[src/rtl/go_link_pkg.sv]
// ---------------------------------------------------------------------------
// go_link_pkg
// Shared definitions for the inter-board move link.
//   MOVE_PASS     : move code meaning "pass"
//   BOARD_MAX     : largest legal row/column index
//   move_t        : move byte split into row/col nibbles
//   frame_state_t : two-byte frame state, shared with the transmitter
//   byte_state_t  : UART byte receiver state
//   move_frame_ok : full validity check of a (move, complement) byte pair
// ---------------------------------------------------------------------------
package go_link_pkg;

  localparam logic [7:0] MOVE_PASS = 8'hFF;
  localparam logic [3:0] BOARD_MAX = 4'd8;

  typedef struct packed {
    logic [3:0] row;
    logic [3:0] col;
  } move_t;

  typedef enum logic {
    FRM_WAIT_B0,
    FRM_WAIT_B1
  } frame_state_t;

  typedef enum logic [1:0] {
    BRX_IDLE,
    BRX_START,
    BRX_DATA,
    BRX_STOP
  } byte_state_t;

  // A frame is good when byte1 is the exact complement of byte0 and byte0
  // is either the pass code or a square inside the board.
  function automatic logic move_frame_ok(input logic [7:0] b0, input logic [7:0] b1);
    move_t m;
    m = move_t'(b0);
    return (b1 == ~b0) &&
           ((b0 == MOVE_PASS) || ((m.row <= BOARD_MAX) && (m.col <= BOARD_MAX)));
  endfunction

endpackage

[src/rtl/uart_byte_rx.sv]
// ---------------------------------------------------------------------------
// uart_byte_rx
// 8N1 UART byte receiver with 2-FF input synchronizer and oversampling.
//   clk_in    : system clock
//   rst_in_n  : asynchronous active-low reset
//   rx        : serial line, idle high, asynchronous to clk_in
//   byte_data : last assembled byte (valid while byte_done is high)
//   byte_done : one-cycle pulse, byte received with a good stop bit
//   byte_err  : one-cycle pulse, stop bit sampled low
//   busy      : receiver is not IDLE (a byte is in progress)
// ---------------------------------------------------------------------------
module uart_byte_rx
  import go_link_pkg::*;
#(
  parameter int CLK_PER_SAMP = 423,
  parameter int SAMP_PER_BIT = 16
) (
  input  logic       clk_in,
  input  logic       rst_in_n,
  input  logic       rx,
  output logic [7:0] byte_data,
  output logic       byte_done,
  output logic       byte_err,
  output logic       busy
);

  localparam int CW = (CLK_PER_SAMP > 1) ? $clog2(CLK_PER_SAMP) : 1;
  localparam int IW = $clog2(SAMP_PER_BIT);
  localparam logic [CW-1:0] CNT_LAST = CW'(CLK_PER_SAMP - 1);
  localparam logic [IW-1:0] S_EARLY  = IW'(SAMP_PER_BIT / 2 - 1);
  localparam logic [IW-1:0] S_MID    = IW'(SAMP_PER_BIT / 2);
  localparam logic [IW-1:0] S_LATE   = IW'(SAMP_PER_BIT / 2 + 1);

  logic [1:0]    r_sync;
  logic          r_rx_prev;
  byte_state_t   r_state;
  byte_state_t   w_state_next;
  logic [CW-1:0] r_cnt;
  logic [IW-1:0] r_idx;
  logic          r_s_early;
  logic          r_s_mid;
  logic [7:0]    r_shift;
  logic [3:0]    r_bit_cnt;

  logic w_rx;
  logic w_fall;
  logic w_tick;
  logic w_maj;
  logic w_shift_en;

  assign w_rx   = r_sync[1];
  assign w_fall = r_rx_prev & ~w_rx;
  assign w_tick = (r_state != BRX_IDLE) && (r_cnt == CNT_LAST);
  assign w_maj  = (r_s_early & r_s_mid) | (r_s_early & w_rx) | (r_s_mid & w_rx);

  assign byte_data = r_shift;
  assign busy      = (r_state != BRX_IDLE);

  always_comb begin
    w_state_next = r_state;
    byte_done    = 1'b0;
    byte_err     = 1'b0;
    w_shift_en   = 1'b0;
    case (r_state)
      BRX_IDLE: begin
        if (w_fall) w_state_next = BRX_START;
      end
      BRX_START: begin
        if (w_tick && (r_idx == S_MID)) w_state_next = w_rx ? BRX_IDLE : BRX_DATA;
      end
      BRX_DATA: begin
        // DATA is entered mid start bit, so the first majority taken here is
        // the start bit itself. Nine shifts push it out of the 8-bit register,
        // leaving data bit 0 in [0].
        if (w_tick && (r_idx == S_LATE)) begin
          w_shift_en = 1'b1;
          if (r_bit_cnt == 4'd8) w_state_next = BRX_STOP;
        end
      end
      BRX_STOP: begin
        if (w_tick && (r_idx == S_LATE)) begin
          w_state_next = BRX_IDLE;
          if (w_maj) byte_done = 1'b1;
          else       byte_err  = 1'b1;
        end
      end
      default: w_state_next = BRX_IDLE;
    endcase
  end

  always_ff @(posedge clk_in or negedge rst_in_n) begin
    if (!rst_in_n) begin
      r_sync    <= 2'b11;
      r_rx_prev <= 1'b1;
      r_state   <= BRX_IDLE;
      r_cnt     <= '0;
      r_idx     <= '0;
      r_s_early <= 1'b1;
      r_s_mid   <= 1'b1;
      r_shift   <= '0;
      r_bit_cnt <= '0;
    end else begin
      r_sync    <= {r_sync[0], rx};
      r_rx_prev <= w_rx;
      r_state   <= w_state_next;

      if (r_state == BRX_IDLE) begin
        // Counters sit at zero while idle, so a start edge always begins a
        // fresh sample period.
        r_cnt     <= '0;
        r_idx     <= '0;
        r_bit_cnt <= '0;
      end else begin
        if (w_tick) begin
          r_cnt <= '0;
          r_idx <= r_idx + IW'(1);
          if (r_idx == S_EARLY) r_s_early <= w_rx;
          if (r_idx == S_MID)   r_s_mid   <= w_rx;
        end else begin
          r_cnt <= r_cnt + CW'(1);
        end
        if (w_shift_en) begin
          r_shift   <= {w_maj, r_shift[7:1]};
          r_bit_cnt <= r_bit_cnt + 4'd1;
        end
      end
    end
  end

endmodule

[src/rtl/move_link_rx.sv]
// ---------------------------------------------------------------------------
// move_link_rx
// Receive end of the inter-board move link: two-byte frames (move, ~move)
// are validated and each good move is strobed out for one cycle.
//   clk_in     : system clock
//   rst_in_n   : asynchronous active-low reset
//   rx         : serial line from the opposing board
//   move_out   : last accepted move ([7:4] row, [3:0] col, 8'hFF = pass)
//   move_valid : one-cycle strobe per accepted frame
//   frame_err  : one-cycle strobe per rejected frame
//   err_count  : rejected-frame count, saturating at 8'hFF
// CLK_PER_SAMP = 0 derives the sample period from CLK_HZ/BAUD_RATE.
// ---------------------------------------------------------------------------
module move_link_rx
  import go_link_pkg::*;
#(
  parameter int CLK_HZ        = 65_000_000,
  parameter int BAUD_RATE     = 9600,
  parameter int SAMP_PER_BIT  = 16,
  parameter int CLK_PER_SAMP  = 423,
  parameter int FRAME_TIMEOUT = 65_000
) (
  input  logic       clk_in,
  input  logic       rst_in_n,
  input  logic       rx,
  output logic [7:0] move_out,
  output logic       move_valid,
  output logic       frame_err,
  output logic [7:0] err_count
);

  localparam int CPS = (CLK_PER_SAMP > 0) ? CLK_PER_SAMP
                                          : (CLK_HZ / BAUD_RATE / SAMP_PER_BIT);
  localparam int TW  = $clog2(FRAME_TIMEOUT + 1);
  localparam logic [TW-1:0] TO_LAST = TW'(FRAME_TIMEOUT - 1);

  logic [7:0] w_byte_data;
  logic       w_byte_done;
  logic       w_byte_err;
  logic       w_busy;

  frame_state_t r_state;
  frame_state_t w_state_next;
  logic [7:0]   r_b0;
  logic [7:0]   r_move;
  logic         r_valid;
  logic         r_ferr;
  logic [7:0]   r_err_cnt;
  logic [TW-1:0] r_to_cnt;
  logic         w_accept;
  logic         w_reject;

  uart_byte_rx #(
    .CLK_PER_SAMP (CPS),
    .SAMP_PER_BIT (SAMP_PER_BIT)
  ) u_byte_rx (
    .clk_in    (clk_in),
    .rst_in_n  (rst_in_n),
    .rx        (rx),
    .byte_data (w_byte_data),
    .byte_done (w_byte_done),
    .byte_err  (w_byte_err),
    .busy      (w_busy)
  );

  always_comb begin
    w_state_next = r_state;
    w_accept     = 1'b0;
    w_reject     = 1'b0;
    case (r_state)
      FRM_WAIT_B0: begin
        if (w_byte_err)       w_reject     = 1'b1;
        else if (w_byte_done) w_state_next = FRM_WAIT_B1;
      end
      FRM_WAIT_B1: begin
        if (w_byte_err) begin
          w_reject     = 1'b1;
          w_state_next = FRM_WAIT_B0;
        end else if (w_byte_done) begin
          w_state_next = FRM_WAIT_B0;
          if (move_frame_ok(r_b0, w_byte_data)) w_accept = 1'b1;
          else                                  w_reject = 1'b1;
        end else if (!w_busy && (r_to_cnt == TO_LAST)) begin
          // Evaluated even when a start edge lands this cycle: the timeout
          // wins and that byte is then taken as a new byte0.
          w_reject     = 1'b1;
          w_state_next = FRM_WAIT_B0;
        end
      end
      default: w_state_next = FRM_WAIT_B0;
    endcase
  end

  always_ff @(posedge clk_in or negedge rst_in_n) begin
    if (!rst_in_n) begin
      r_state   <= FRM_WAIT_B0;
      r_b0      <= '0;
      r_move    <= '0;
      r_valid   <= 1'b0;
      r_ferr    <= 1'b0;
      r_err_cnt <= '0;
      r_to_cnt  <= '0;
    end else begin
      r_state <= w_state_next;
      r_valid <= w_accept;
      r_ferr  <= w_reject;
      if ((r_state == FRM_WAIT_B0) && w_byte_done) r_b0 <= w_byte_data;
      if (w_accept) r_move <= r_b0;
      if (w_reject && (r_err_cnt != 8'hFF)) r_err_cnt <= r_err_cnt + 8'd1;
      // Only line-idle time between the bytes counts toward the timeout.
      if (r_state != FRM_WAIT_B1) r_to_cnt <= '0;
      else if (!w_busy)           r_to_cnt <= r_to_cnt + TW'(1);
    end
  end

  assign move_out   = r_move;
  assign move_valid = r_valid;
  assign frame_err  = r_ferr;
  assign err_count  = r_err_cnt;

endmodule

[config.mk]
export PLATFORM = sky130hd
export DESIGN_NAME = move_link_rx
export DESIGN_NICKNAME = d
export VERILOG_FILES = /design/src/rtl/go_link_pkg.sv /design/src/rtl/uart_byte_rx.sv /design/src/rtl/move_link_rx.sv
export SDC_FILE = /design/constraint.sdc
export NUM_CORES = 1
export LEC_CHECK = 0
export ABC_AREA = 0
export CORE_ASPECT_RATIO = 0.6
export CORE_MARGIN = 2
export CORE_UTILIZATION = 50
export DETAILED_ROUTE_END_ITERATION = 6
export PLACE_DENSITY_LB_ADDON = 0.15
export SLEW_MARGIN = 10
export SYNTH_ARGS = -nofsm -noshare
export SYNTH_HDL_FRONTEND = slang
export SYNTH_SLANG_ARGS = --single-unit
[constraint.sdc]
create_clock -name clk_in -period 3.1 [get_ports clk_in]
set_clock_uncertainty 0.05 [all_clocks]
set_input_delay 0.775 -clock clk_in [delete_from_list [all_inputs] [get_ports clk_in]]
set_output_delay 0.775 -clock clk_in [all_outputs]
set_load 0.005 [all_outputs]
==> results.tsv <==
metric	value	unit
status	complete, no violations	
power.leakage	1.826	nW
n_fill_cell	538	
syn_inst	315	
cts_buffer_depth	2	
yosysTopAreaCell	dfrtp_1	
synth_edf_count	0	
synth.net_count	327	
setup-tns-final	0	ns
grt_max_degree	44	
syn_area	3587	sq um
slew_viol_final	0	
core	6820	sq um
initial_utilization	52.60	%
dieWidth	113.4	um
synth_area_per_cell	11.39	sq um
path_cells	inv_1 -> ha_1 -> nand4bb_1 -> nor4_2 -> nor2b_1 -> a222oi_1 -> mux2_4	
ys_seq_area_share	52.49	%
cts_root_buf	clkbuf_16	
clock_latency	0.33	ns
cts_setup_buffers	0	
cts_tree	yes	
grtUsageTotal	21.21	%
post_cts_resize_count	0	
final_nets	356	
slowest_stage	a222oi_1	
dp_cells	420	
rrSetupSlack	0.40	ns
crit_path_end_kind	register	
dpl_worst_slack	0.4155	ns
critical-path-max-stage-delay	0.93	ns
diodes	0	
yosysWarnings	0	
ir_drop	0.0004525	V
synth.top_cell.area_share	48.83	%
tightest_slew	1.063	ns
startpoint_type	register	
rr_endpoint	err_count[1]	
r2r.worst_path.cells	7	
layout_min_cycle_time	2.697	ns
syn2layout_area_growth	16.99	%
overflow	0	
synthTopCellsByArea	dfrtp_1, mux2_2, xor2_1, xnor2_1, dfstp_2	
crit_arrival	2.86	ns
layout_common_cells	dfrtp_1, nor2_1, mux2_2	
antenna_found_initial	0	
ys_ff_latch	75	
die-area	7890	sq um
setup-violations-final	0	
h-tree-depth	3	
cellPowerDensity	534.8	nW/um^2
io_buffers	20	
ys_types	54	
mostFrequentLayoutCell	dfrtp_1	
fin_area	4197	sq um
grt_first_pass_wirelength	12990	um
synthSimpleGateAreaFrac	19.81	%
rr_startpoint	u_byte_rx.r_cnt[0]	
fin_crit_sh	87.01	%
first_pass_iters	4	
total_power	2.244	mW
cp_num_buf_inv	1	
synth_top_family_by_area	simple AND/OR/NAND/NOR gates	
wirelength	7403	um
cp_top_family	compound AO/OA/AOI/OAI gates	
synthArstFlopShare	100.0	%
cts_sinks	75	
ys.flop_type	dfrtp_1	
max_freq	370.7	MHz
ios	21	
synthAdderAreaFrac	3.139	%
worst_slack	0.4027	ns
synthXorXnorAreaFrac	9.278	%
wl_per_cell	17.02	um
dp_hpwl	5039	um
vias	2430	
stdcell_count	435	
drtIter0Drc	168	
crit_required	3.26	ns
cts-buffers-inserted	9	
die_h	69.61	um
clk_pin_slew_worst_paths	0.06	ns
finalCoreUtilization	61.53	%
hold-path-endpoint	u_byte_rx.r_sync[1]	
crit_type	register to register	
holdCritStartpoint	u_byte_rx.r_sync[0]	
postCtsHoldBufs	0	
holdWs	0.3040	ns
max-cap-violations	0	
ant_nets	0	
via_per_inst	5.586	
rows	23	
synth-compound-area-share	4.709	%
first_global_vias	2489	
post_dp_cell_area	3904	sq um
path_max_fanout	7	
synthMuxAreaShare	8.859	%
hold_path_class	register to register	
relSlewSlack	29.16	%
worstHoldPathCells	0	
place_congestion	0.7591	
drive_gt1_share	18.68	%
hold_viol_final	0	
drc_errors	0	
rsz0062_at_grt	no	
==> where the power goes <==
part | switching [mW] | leakage [nW] | total (mW) | internal [mW]
clock | 0.387 | 0.148 | 1.02 | 0.637
combinational | 0.0754 | 0.665 | 0.133 | 0.0577
sequential | 0.0585 | 1.01 | 1.09 | 1.03
total | 0.521 | 1.83 | 2.24 | 1.72
==> cells by family after synthesis <==
kind of cell,Yosys count
simple gates,124
flops,75
xor+xnor,38
mux,28
compound gates,26
buf+inv,15
fa+ha+maj,9
==> Yosys cell counts, types with 4 or more instances <==
cell type,n
and2_1,4
dfstp_2,5
xnor2_1,18
nand3_1,13
a21oi_1,5
nand2_1,18
mux2_2,26
inv_1,6
and3_1,4
nand2b_1,5
nand4_1,8
nor2_1,34
ha_1,9
xor2_1,20
dfrtp_1,70
o21ai_0,8
nor3_1,4
==> per-layer routing <==
layer  part of all wire (%)  up-vias  wire, um  track usage [%]
met5                      0        -         0                0
met4                   0.58        0        43            6.098
met3                    3.5        4       259            6.381
met2                     41       40      3064            29.08
met1                     55     1212      4035            32.24
li1                       -     1174         -                -
==> sequential cells by signal (all words and copies together) (netlist names), named ones only <==
name and cells:
r_b0 8, u_byte_rx.r_s_early 1, move_valid 1, r_state 1, u_byte_rx.r_sync 2, u_byte_rx.r_s_mid 1, u_byte_rx.r_rx_prev 1, u_byte_rx.byte_data 8
u_byte_rx.r_idx 4, u_byte_rx.r_state 1, move_out 8, u_byte_rx.r_cnt 9, err_count 8, frame_err 1, r_to_cnt 16, u_byte_rx.r_bit_cnt 4
==> cell type report <==
class,count,area [sq um],share of cell area [%]
clock inverter,5,53.80,1.282
tap,87,108.9,2.594
clock buffer,10,239.0,5.695
sequential,75,1883,44.87
timing repair buffer,26,242.7,5.784
multi-input combinational,225,1643,39.15
inverter,7,26.28,0.6261
==> worst reg2reg max path, stage by stage (launching register included) <==
cell,delay [ns]
dfrtp_1,0.43
inv_1,0.08
ha_1,0.20
nand4bb_1,0.25
nor4_2,0.14
nor2b_1,0.16
a222oi_1,0.93
mux2_4,0.35
==> worst max path at each step <==
stage / start / to / slack (ns) / cells after the start
floorplan: u_byte_rx.r_cnt[0] / move_out[0] / 0.79 / 8
global placement: u_byte_rx.r_cnt[0] / err_count[1] / 0.59 / 7
detailed placement: u_byte_rx.r_cnt[0] / err_count[1] / 0.42 / 7
CTS: u_byte_rx.r_cnt[0] / err_count[1] / 0.40 / 7
global route: u_byte_rx.r_cnt[0] / err_count[3] / 0.16 / 8
finish: u_byte_rx.r_cnt[0] / err_count[1] / 0.40 / 7
No activity file was read; power rests on OpenSTA's default activity.
